**src/rtl/div_pkg.sv**
```systemverilog
// Shared definitions for the GF(2)[x] exact-divider stages of the Toom-K
// interpolation chain.
package div_pkg;

    typedef enum logic [1:0] {
        IDLE = 2'd0,
        RUN  = 2'd1,
        HOLD = 2'd2
    } state_t;

    // Number of W-coefficient chunks needed to walk an N-coefficient operand.
    function automatic int chunks(input int n, input int w);
        return n / w;
    endfunction

endpackage

```
**src/rtl/prefix_xor_chunk.sv**
```systemverilog
// One W-wide slice of the running prefix XOR: r_j = carry_in ^ c_0 ^ ... ^ c_j.
module prefix_xor_chunk #(
    parameter int W = 8
) (
    input  logic         carry_in,
    input  logic [W-1:0] c,
    output logic [W-1:0] r,
    output logic         carry_out
);

    logic w_acc;

    always_comb begin
        r     = '0;
        w_acc = carry_in;
        for (int i = 0; i < W; i++) begin
            w_acc = w_acc ^ c[i];
            r[i]  = w_acc;
        end
    end

    assign carry_out = r[W-1];

endmodule

```
**src/rtl/div_by_x_plus_1.sv**
```systemverilog
// Sequential exact divider by (x+1) over GF(2)[x]: q is the prefix XOR of p,
// produced W coefficients per cycle from the LSB up; err flags p(1) != 0.
module div_by_x_plus_1
    import div_pkg::*;
#(
    parameter int N = 64,
    parameter int W = 8
) (
    input  logic         clk,
    input  logic         rst_n,
    input  logic         in_valid,
    output logic         in_ready,
    input  logic [N-1:0] p,
    output logic         out_valid,
    input  logic         out_ready,
    output logic [N-1:0] q,
    output logic         err
);

    localparam int CHUNKS = chunks(N, W);
    localparam int CW     = $clog2(CHUNKS) + 1;
    localparam logic [CW-1:0] LAST_CNT = CW'(CHUNKS - 1);

    generate
        if (W < 1 || W > N || (N % W) != 0) begin : g_bad_params
            $fatal(1, "div_by_x_plus_1: N must be a multiple of W and 1 <= W <= N");
        end
    endgenerate

    state_t        r_state;
    state_t        w_state_next;
    logic [N-1:0]  r_op;
    logic [N-1:0]  r_q;
    logic          r_err;
    logic          r_carry;
    logic [CW-1:0] r_cnt;
    logic [W-1:0]  w_r;
    logic          w_carry_out;
    logic [N-1:0]  w_qsh_next;
    logic          w_accept;
    logic          w_run;
    logic          w_last;

    assign w_accept = (r_state == IDLE) && in_valid;
    assign w_run    = (r_state == RUN);
    assign w_last   = w_run && (r_cnt == LAST_CNT);

    prefix_xor_chunk #(.W(W)) u_chunk (
        .carry_in  (r_carry),
        .c         (r_op[W-1:0]),
        .r         (w_r),
        .carry_out (w_carry_out)
    );

    // Only the upper N-W quotient bits need to persist between RUN cycles;
    // the newest chunk is merged in combinationally on its way to r_q.
    generate
        if (W == N) begin : g_single
            assign w_qsh_next = w_r;
        end else begin : g_multi
            logic [N-W-1:0] r_qsh;

            always_ff @(posedge clk or negedge rst_n) begin
                if (!rst_n) begin
                    r_qsh <= '0;
                end else if (w_run) begin
                    r_qsh <= w_qsh_next[N-1:W];
                end
            end

            assign w_qsh_next = {w_r, r_qsh};
        end
    endgenerate

    always_ff @(posedge clk or negedge rst_n) begin
        if (!rst_n) begin
            r_state <= IDLE;
        end else begin
            r_state <= w_state_next;
        end
    end

    always_comb begin
        w_state_next = r_state;
        in_ready     = 1'b0;
        out_valid    = 1'b0;
        case (r_state)
            IDLE: begin
                in_ready = 1'b1;
                if (in_valid) w_state_next = RUN;
            end
            RUN: begin
                if (w_last) w_state_next = HOLD;
            end
            HOLD: begin
                out_valid = 1'b1;
                if (out_ready) w_state_next = IDLE;
            end
            default: w_state_next = IDLE;
        endcase
    end

    always_ff @(posedge clk or negedge rst_n) begin
        if (!rst_n) begin
            r_op    <= '0;
            r_q     <= '0;
            r_err   <= 1'b0;
            r_carry <= 1'b0;
            r_cnt   <= '0;
        end else if (w_accept) begin
            r_op    <= p;
            r_carry <= 1'b0;
            r_cnt   <= '0;
        end else if (w_run) begin
            r_op    <= r_op >> W;
            r_carry <= w_carry_out;
            r_cnt   <= r_cnt + 1'b1;
            // Outputs only move once the whole quotient is known.
            if (w_last) begin
                r_q   <= w_qsh_next;
                r_err <= w_qsh_next[N-1];
            end
        end
    end

    assign q   = r_q;
    assign err = r_err;

endmodule

```
**config.mk**
```make
export PLATFORM = sky130hd
export DESIGN_NAME = div_by_x_plus_1
export DESIGN_NICKNAME = d
export VERILOG_FILES = /design/src/rtl/div_pkg.sv /design/src/rtl/prefix_xor_chunk.sv /design/src/rtl/div_by_x_plus_1.sv
export SDC_FILE = /design/constraint.sdc
export NUM_CORES = 1
export LEC_CHECK = 0
export ABC_AREA = 0
export ABC_CLOCK_PERIOD_IN_PS = 1900
export BUFFER_PORTS_ARGS = -buffer_cell sky130_fd_sc_hd__buf_2
export CAP_MARGIN = 10
export CORE_MARGIN = 4
export CORE_UTILIZATION = 50
export DETAILED_ROUTE_END_ITERATION = 8
export GPL_ROUTABILITY_DRIVEN = 0
export GPL_TIMING_DRIVEN = 0
export PLACE_DENSITY = 0.76
export SKIP_LAST_GASP = 1
export SYNTH_ARGS = -nofsm -noshare
export SYNTH_HDL_FRONTEND = slang
export SYNTH_HIERARCHICAL = 1
export SYNTH_SLANG_ARGS = --single-unit
```
**constraint.sdc**
```tcl
create_clock -name clk -period 1.9 [get_ports clk]
set_clock_uncertainty 0.15 [all_clocks]
set_input_delay 0.38 -clock clk [delete_from_list [all_inputs] [get_ports clk]]
set_output_delay 0.38 -clock clk [all_outputs]
set_load 0.02 [all_outputs]
```
# Word level (Yosys, flattened, before mapping)

Index checks and enable logic that the tools add are counted.

Equal/unequal tests: 6
Multiplexer cells: 12
$add $sub $neg: 1
Bitwise operators: 9
Reductions and logical operators: 6

Operators with widths:

| kind                                          | number |
|---|---|
| two-way mux 64 bit                            | 2 |
| two-way mux 4 bit                             | 2 |
| XOR 1 bit                                     | 8 |
| two-way mux 2 bit                             | 3 |
| case mux 2 bit (3 select lines)               | 1 |
| AND reduction 3 bit                           | 2 |
| adder 4 x 1 -> 4 bit, second input constant   | 1 |
| == test 4 x 3 -> 1 bit, second input constant | 1 |
| two-way mux 1 bit                             | 4 |
| != test 2 bit, second input constant          | 2 |
| == test 2 x 1 -> 1 bit, second input constant | 1 |
| == test 2 bit, second input constant          | 1 |
| logical AND 1 bit                             | 2 |
| logical NOT 2 bit                             | 1 |
| != test 2 x 1 -> 1 bit, second input constant | 1 |
| nonzero test 2 bit                            | 1 |
| NOT 1 bit                                     | 1 |

Logic and storage cells: 41
Input port bits: 68
Output and inout bits: 67
Flip-flop bits (word level): 192

# Depth between registers and ports, before layout

Gate-level depths: netlist of run 1.

Word-level depth: 10
Mapped depth: 6
Depth with buffers taken out: 5

# Cells and area by module

The synthesis of run 1 kept the hierarchy.

By module, submodules not included:

| module           | cells each | area each (µm²) | instances | seq. area each (µm²) |
|---|---|---|---|---|
| div_by_x_plus_1  | 685        | 7702.4          | 1         | 4779.6 |
| prefix_xor_chunk | 15         | 156.4           | 1         | 0.0 |

# Least setup slack after synthesis of run 1

OpenSTA, ideal clock, no wires.

Kind: register to register
Start: reg r_op[0]
End: reg r_err (netlist: err)
Path buffers: 1
Path slack: -0.008 ns
Clock period less this slack: 1.908 ns
Setup time: 0.125 ns
Required time: 1.625 ns
Arrival: 1.634 ns
Stages on the path, launching flop included: 6
Path through: dfrtp_1 > xnor2_2 > xnor3_2 > xnor2_1 > buf_4 > mux2_2

Longest elaborated chain between the ends: 8

RTL lines:

| what                   | line                   | source |
|---|---|---|
| start, declared        | div_by_x_plus_1.sv:32  | `logic [N-1:0] r_op;` |
| start signal, assigned | div_by_x_plus_1.sv:111 | `r_op <= p;` |
| start signal, assigned | div_by_x_plus_1.sv:115 | `r_op <= r_op >> W;` |
| XOR 1 bit (8 in a row) | prefix_xor_chunk.sv:17 | `w_acc = w_acc ^ c[i];` |
| named net w_carry_out  | div_by_x_plus_1.sv:38  | `logic w_carry_out;` |
| end signal, assigned   | div_by_x_plus_1.sv:121 | `r_err <= w_qsh_next[N-1];` |
| end, declared          | div_by_x_plus_1.sv:34  | `logic r_err;` |

The timed path passes the listed nets, and every way through them passes these cells.
A chain may end at the register's enable or synchronous reset.

# Worst setup path in the final report of run 1

Start: reg r_op[2]
End: reg r_q[60] (netlist: q[60])

Longest elaborated chain between the ends: 3

RTL lines:

| what                   | line                   | source |
|---|---|---|
| XOR 1 bit (3 in a row) | prefix_xor_chunk.sv:17 |  |
| named net w_r[4]       | div_by_x_plus_1.sv:37  | `logic [W-1:0] w_r;` |
| end signal, assigned   | div_by_x_plus_1.sv:120 | `r_q <= w_qsh_next;` |
| end, declared          | div_by_x_plus_1.sv:33  | `logic [N-1:0] r_q;` |

The timed path passes the listed nets, and every way through them passes these cells.

==> results of run 1 <==
[routing by layer]
layer,vias up,routed length (µm)
met5,-,0
met4,0,249
met3,21,1100
met2,170,8041
met1,2688,7879
li1,2672,-
[state kept, by name, summed over array words and instances, names as in the netlist]
| register | count |
|---|---|
| r_cnt | 4 |
| r_carry | 1 |
| err | 1 |
| r_state | 2 |
| q | 63 |
| r_op | 64 |
| g_multi.r_qsh | 56 |
[worst max-delay path by stage]
stage / slack [ns] / endpoint / start / depth (start not counted)
after floorplan: 0.06 / err / r_op[1] / 5
after global placement: -2.77 / r_op[29] / rst_n / 1
after detailed placement: -0.07 / err / r_op[1] / 5
after CTS: 0.001 / err / r_carry / 5
after global routing: -0.02 / err / r_op[1] / 5
final: 0.02 / q[60] / r_op[2] / 5
[what timing repair did]
| action | 4_1_cts | 5_1_grt |
|---|---|---|
| hold buffers | 27 | 0 |
| setup endpoints to repair | 1 | 87 |
| hold endpoints to repair | 111 | 0 |
| resized for setup | 0 | 9 |
| pin swaps | 2 | 3 |
| setup buffers | 2 | 2 |
[layout make-up]
| type | instances | area [µm²] |
|---|---|---|
| plain buffers | 44 | 299.0 |
| clock buffers | 20 | 466.7 |
| clock inverters | 12 | 100.1 |
| fillers | 1236 | 5589 |
| inverters | 3 | 11.26 |
| multi-input cells | 462 | 2795 |
| flip-flops and latches | 191 | 4781 |
| well taps | 211 | 264.0 |
| repair buffers | 166 | 1008 |
[power by group]
| part | internal (mW) | switching (mW) | total (mW) |
|---|---|---|---|
| logic | 3.29 | 4.05 | 7.34 |
| registers | 6.00 | 1.33 | 7.33 |
| clock network | 1.81 | 1.58 | 3.39 |
[cells by family (layout without fill, tap and decap cells)]
family	count (synthesis)	after routing	share of synthesized area, %
buffers and inverters	47	245	3.805
muxes	64	64	11.51
xor gates and xnor gates	13	13	1.910
and+or+nand+nor	311	311	15.19
adders and majority gates	1	1	0.1592
DFF	191	191	60.82
AOI/OAI and AO/OA	73	73	6.607
[cells in the mapped netlist, types with 2 or more instances]
master    number  area [µm²]
a21o_1         2       15.01
a22oi_1       56       420.4
buf_1          2       7.510
buf_12         5       100.1
buf_2         15       75.07
buf_4          3       22.52
clkbuf_1      18       67.56
dfrtp_1      191        4780
inv_1          3       11.26
mux2_2        15       168.9
mux2_4        49       735.7
nand2_1      302        1134
nor2b_1        2       12.51
nor3b_1        2       15.01
o21ai_0       11       55.05
o21bai_1       3       22.52
xnor2_1        6       52.55
xor2_1         4       35.03
[stage by stage]
stage               power, mW  worst slack [ns]  hold slack, ns  utilization [%]
CTS                     18.18          0.001006       0.0004948            63.28
global placement        14.35            -2.768          0.3043            57.47
global route            19.33          -0.01903         0.01512            63.50
floorplan               12.28           0.05503        -0.06559                -
finish                  18.06           0.01794         0.02460            63.50
detailed placement      14.59          -0.07494          0.2684            57.71
[worst register-to-register path: stages, from the launching register on]
cell and delay [ns]:
dfrtp_1 0.41, xnor2_2 0.21, xnor3_2 0.40, buf_4 0.17
xnor2_1 0.16, mux2_4 0.27
==> results.toml, run 1 <==
[setup_path]
cpLargestDelayFamily = "XOR/XNOR gates"
critPathSlowestCell = "dfrtp_1"
cp_cell_sequence = "xnor2_2 > xnor3_2 > buf_4 > xnor2_1 > mux2_4"
rr_startpoint = "r_op[2]"
slowest_delay_ns = 0.41
endpoint_kind = "flop"
path_max_fanout = 3
path_buf_inv = 1
worstSetupPathType = "flop to flop"
crit_arrival_ns = 2.05
rr_worst_depth = 5
reg2reg_to = "q[60]"
crit_required_ns = 2.06
reg2reg_setup_slack_ns = 0.02
startpoint_type = "flop"

[detailed_routing]
drc_errors = 0
via_count = 5551
ant_nets = 0
first_pass_iters = 5
routedWlPerCell_um = 15.57
first_iter_violations = 396
via_per_inst = 5.005
wl_mm = 17.27

[timing]
fin_setup_tns_ns = 0
relSlewSlack_pct = 57.19
setup_viol = 0
drv_slew = 0
max_freq_mhz = 531.3
period_share_pct = 99.06
final_hold_viol_count = 0
grt_setup_unrepaired = "yes"
tightest_slew_ns = 0.6421
min_period_ns = 1.882

[placed_design]
portBuffers = 134
place_inst = 1046
hpwl_mm = 12.15
placed_cell_area_mm2 = 0.008838

[logic_synthesis]
syn_area_mm2 = 0.007859
ys.flop_type = "dfrtp_1"
postSynthCellCount = 700
syn_area_per_cell_um2 = 11.23
ys_warn_count = 6
yosysUniqueCellTypes = 29
yosysSeqAreaShare_pct = 60.82
synth_fp_nets = 769
synth-seq-cells = 191
synth_edf_count = 0
ys_async_sr_fraction_pct = 100.0

[clock_tree]
cts.clk_slew.worst_paths_ns = 0.07
tritoncts = "built"
htree_levels = 4
clock_path_buffers = 2
cts_root_buf = "clkbuf_16"
numCtsBuffers = 17
clock_sinks = 191
clock_latency_ns = 0.43

[status]
status = "complete, no violations"

[floorplan]
start_util_pct = 51.32
fp.coreArea_mm2 = 0.01531
io_pins = 135
rows = 45
die_area_mm2 = 0.01779
dieWidth_um = 133.4
fp.dieH_um = 133.4

[cells_and_area]
layout_commonest_cell = "nand2_1"
fin_cells = 1109
syn_to_final_growth_pct = 23.75
final_cell_mix = "302 x nand2_1, 190 x dfrtp_1, 147 x buf_2"
finalNetCount = 954
insertedDiodeCount = 0
drive_above_1_share_pct = 29.96
final_cell_area_mm2 = 0.009726

[hold_path]
hold_class = "input port to flop"
min_path_cells = 3
min_from = "p[50]"
min_to = "r_op[50]"

[power_and_ir_drop]
ir_drop_mv = 0.9715
power_density_mw_per_mm2 = 1857
cellLeakagePower_nw = 4.977

[global_route]
grt_max_degree = 107
grt_remaining_overflow = 0
busiest_layer = "met2"
grt_pass1_vias = 5682
grt_usage_pct = 20.24
grt_pass1_wl_mm = 28.57
grt.met2_usage_pct = 31.41
antenna_found_initial = 0
use_met1_pct = 27.91
grt_util_met3_pct = 5.438

[run]
drv_cap = 0
Power figures use the tool's default switching activity.
==> inputs of run 2 (changes only) <==
CELL_PAD_IN_SITES_DETAIL_PLACEMENT = 1   (was default)
CELL_PAD_IN_SITES_GLOBAL_PLACEMENT = 1   (was default)
CORE_UTILIZATION = 40   (was 50)
PLACE_DENSITY = 0.77   (was 0.76)
==> run 2 against run 1 <==
Effect of this change: design area shrank 1.1%; die area grew 23%; register-to-register slack gained 0.03 ns; utilization shrank 14 points; via count grew 0.65%; clock power grew 5%; non-clock buffer count shrank 23; cell count grew 3.0%; critical path depth is the same; wire length grew 16%; critical endpoint is now q[61].
==> results.toml, run 2 (synthesis results as in run 1) <==
[status]
status = "complete, no violations"

[detailed_routing]
first_iter_violations = 306
wl_mm = 19.96
via_per_inst = 4.892
wl_met2_mm = 9.638
routedWlPerCell_um = 17.48
via_count = 5587
drc_errors = 0
wl_met3_mm = 1.062
first_pass_iters = 4
highest_layer = "met5"
ant_nets = 0
wl_met1_mm = 9.091

[setup_path]
crit_top_cell = "xnor2_2"
cp_cell_sequence = "xnor2_2 > xnor3_2 > buf_6 > xnor2_2 > mux2_4"
path_buf_inv = 1
startpoint_type = "flop"
path_max_fanout = 4
reg2reg_setup_slack_ns = 0.04
crit_required_ns = 2.08
slowest_delay_ns = 0.43
crit_arrival_ns = 2.03
worstSetupPathType = "flop to flop"
endpoint_kind = "flop"
cpLargestDelayFamily = "XOR/XNOR gates"
critPathSlowestCell = "xnor3_2"

[global_route]
grt_pass1_vias = 5960
grt_max_degree = 121
grt_remaining_overflow = 0
grt_usage_pct = 18.62
antenna_found_initial = 4
grt_pass1_wl_mm = 32.24

[floorplan]
rows = 51
die_area_mm2 = 0.02195
fp.coreArea_mm2 = 0.01940
start_util_pct = 40.51
io_pins = 135
fp.dieH_um = 148.2
dieWidth_um = 148.2

[clock_tree]
clock_latency_ns = 0.44
numCtsBuffers = 17
cts.clk_slew.worst_paths_ns = 0.08
clock_sinks = 191
clock_path_buffers = 2
cts_root_buf = "clkbuf_16"
htree_levels = 4
tritoncts = "built"

[timing]
tightest_slew_ns = 0.6309
drv_slew = 0
final_hold_viol_count = 0
max_freq_mhz = 539.0
setup_viol = 0
min_period_ns = 1.855
period_share_pct = 97.64
relSlewSlack_pct = 57.94

[power_and_ir_drop]
power_density_mw_per_mm2 = 1950
ir_drop_mv = 0.7635
cellLeakagePower_nw = 4.918

[cells_and_area]
drive_above_1_share_pct = 31.77
fin_cells = 1142
fillers = 2180
layout_commonest_cell = "nand2_1"
regMostFlops = "r_op"
final_cell_mix = "302 x nand2_1, 189 x dfrtp_1, 147 x buf_2"
finalNetCount = 931
multi_input_area_mm2 = 0.002821
largest_reg_flops = 64
post-route-util_pct = 49.59
seqCellArea_mm2 = 0.004782
syn_to_final_growth_pct = 22.40

[placed_design]
place_inst = 1100
hpwl_mm = 14.21
portBuffers = 134

[run]
drv_cap = 0

[hold_path]
hold_class = "input port to flop"
run 2: changes by cell type in the layout (fill, tap and decap cells not counted), moves of 3 or more:
| cell | change |
|---|---|
| dlygate4sd3_1 | -25 |
| clkbuf_8 | -3 |
| clkinv_8 | +3 |
| clkinvlp_4 | -3 |
| xnor2_1 | -3 |
| xnor2_2 | +3 |
run 2: layout make-up:
cell class	count	share of cell area, %
Antenna cell	2	0.05203
Multi-Input combinational cell	462	29.33
Buffer	43	3.044
Clock buffer	17	4.422
Clock inverter	15	1.717
Inverter	3	0.1171
Sequential cell	191	49.71
Timing Repair Buffer	144	8.156
Tap cell	265	3.447
run 2: final timing paths:
| check | startpoint | endpoint | cells after the start |
|---|---|---|---|
| min in group asynchronous | rst_n | g_multi.r_qsh[4] | 2 |
| hold / removal | p[12] | r_op[12] | 3 |
| setup / recovery | r_op[2] | q[61] | 5 |
| hold reg to reg | g_multi.r_qsh[1] | g_multi.r_qsh[1] | 2 |
| setup reg to reg | r_op[2] | q[61] | 5 |
| max in group asynchronous | rst_n | r_state[1] | 3 |
run 2: what timing repair did:
action / CTS / global route
resized for setup: 1 / 18
pin swaps: 2 / 3
hold endpoints to repair: 72 / 0
setup endpoints to repair: 52 / 93
setup buffers: 3 / 4
hold buffers: 2 / 0
gates cloned: 0 / 0
run 2: worst min-delay path: cells and delay by family:
| family | cells | cell delay [ns] |
|---|---|---|
| simple gates | 1 | 0.05 |
| compound gates | 1 | 0.06 |
| buf+inv | 1 | 0.08 |
run 2: metal layers:
metal | track usage, % | vias up
met4 | 3.603 | 6
met5 | 0 | -
met2 | 30.65 | 139
met3 | 5.302 | 19
li1 | - | 2627
met1 | 24.97 | 2796
run 2: power breakdown:
part / switching [mW] / internal [mW]
logic: 4.37 / 3.44
registers: 1.39 / 5.99
clock network: 1.79 / 1.77
run 2: metrics by stage:
| stage | power [mW] | TNS (ns) | instance area, µm² | worst slack [ns] | hold WS [ns] |
|---|---|---|---|---|---|
| 3_5_place_dp | 14.91 | -0.08226 | 8906 | -0.07838 | 0.2233 |
| 6_report | 18.76 | 0 | 9619 | 0.04477 | 0.01255 |
| 2_1_floorplan | 12.28 | 0 | 7866 | 0.05503 | -0.06559 |
| 3_3_place_gp | 14.50 | -545.98 | 8869 | -2.879 | 0.3082 |
| 5_1_grt | 20.04 | -0.002790 | 9617 | -0.002790 | 0.0005487 |
| 4_1_cts | 18.67 | -0.08250 | 9540 | -0.04373 | 0.001914 |
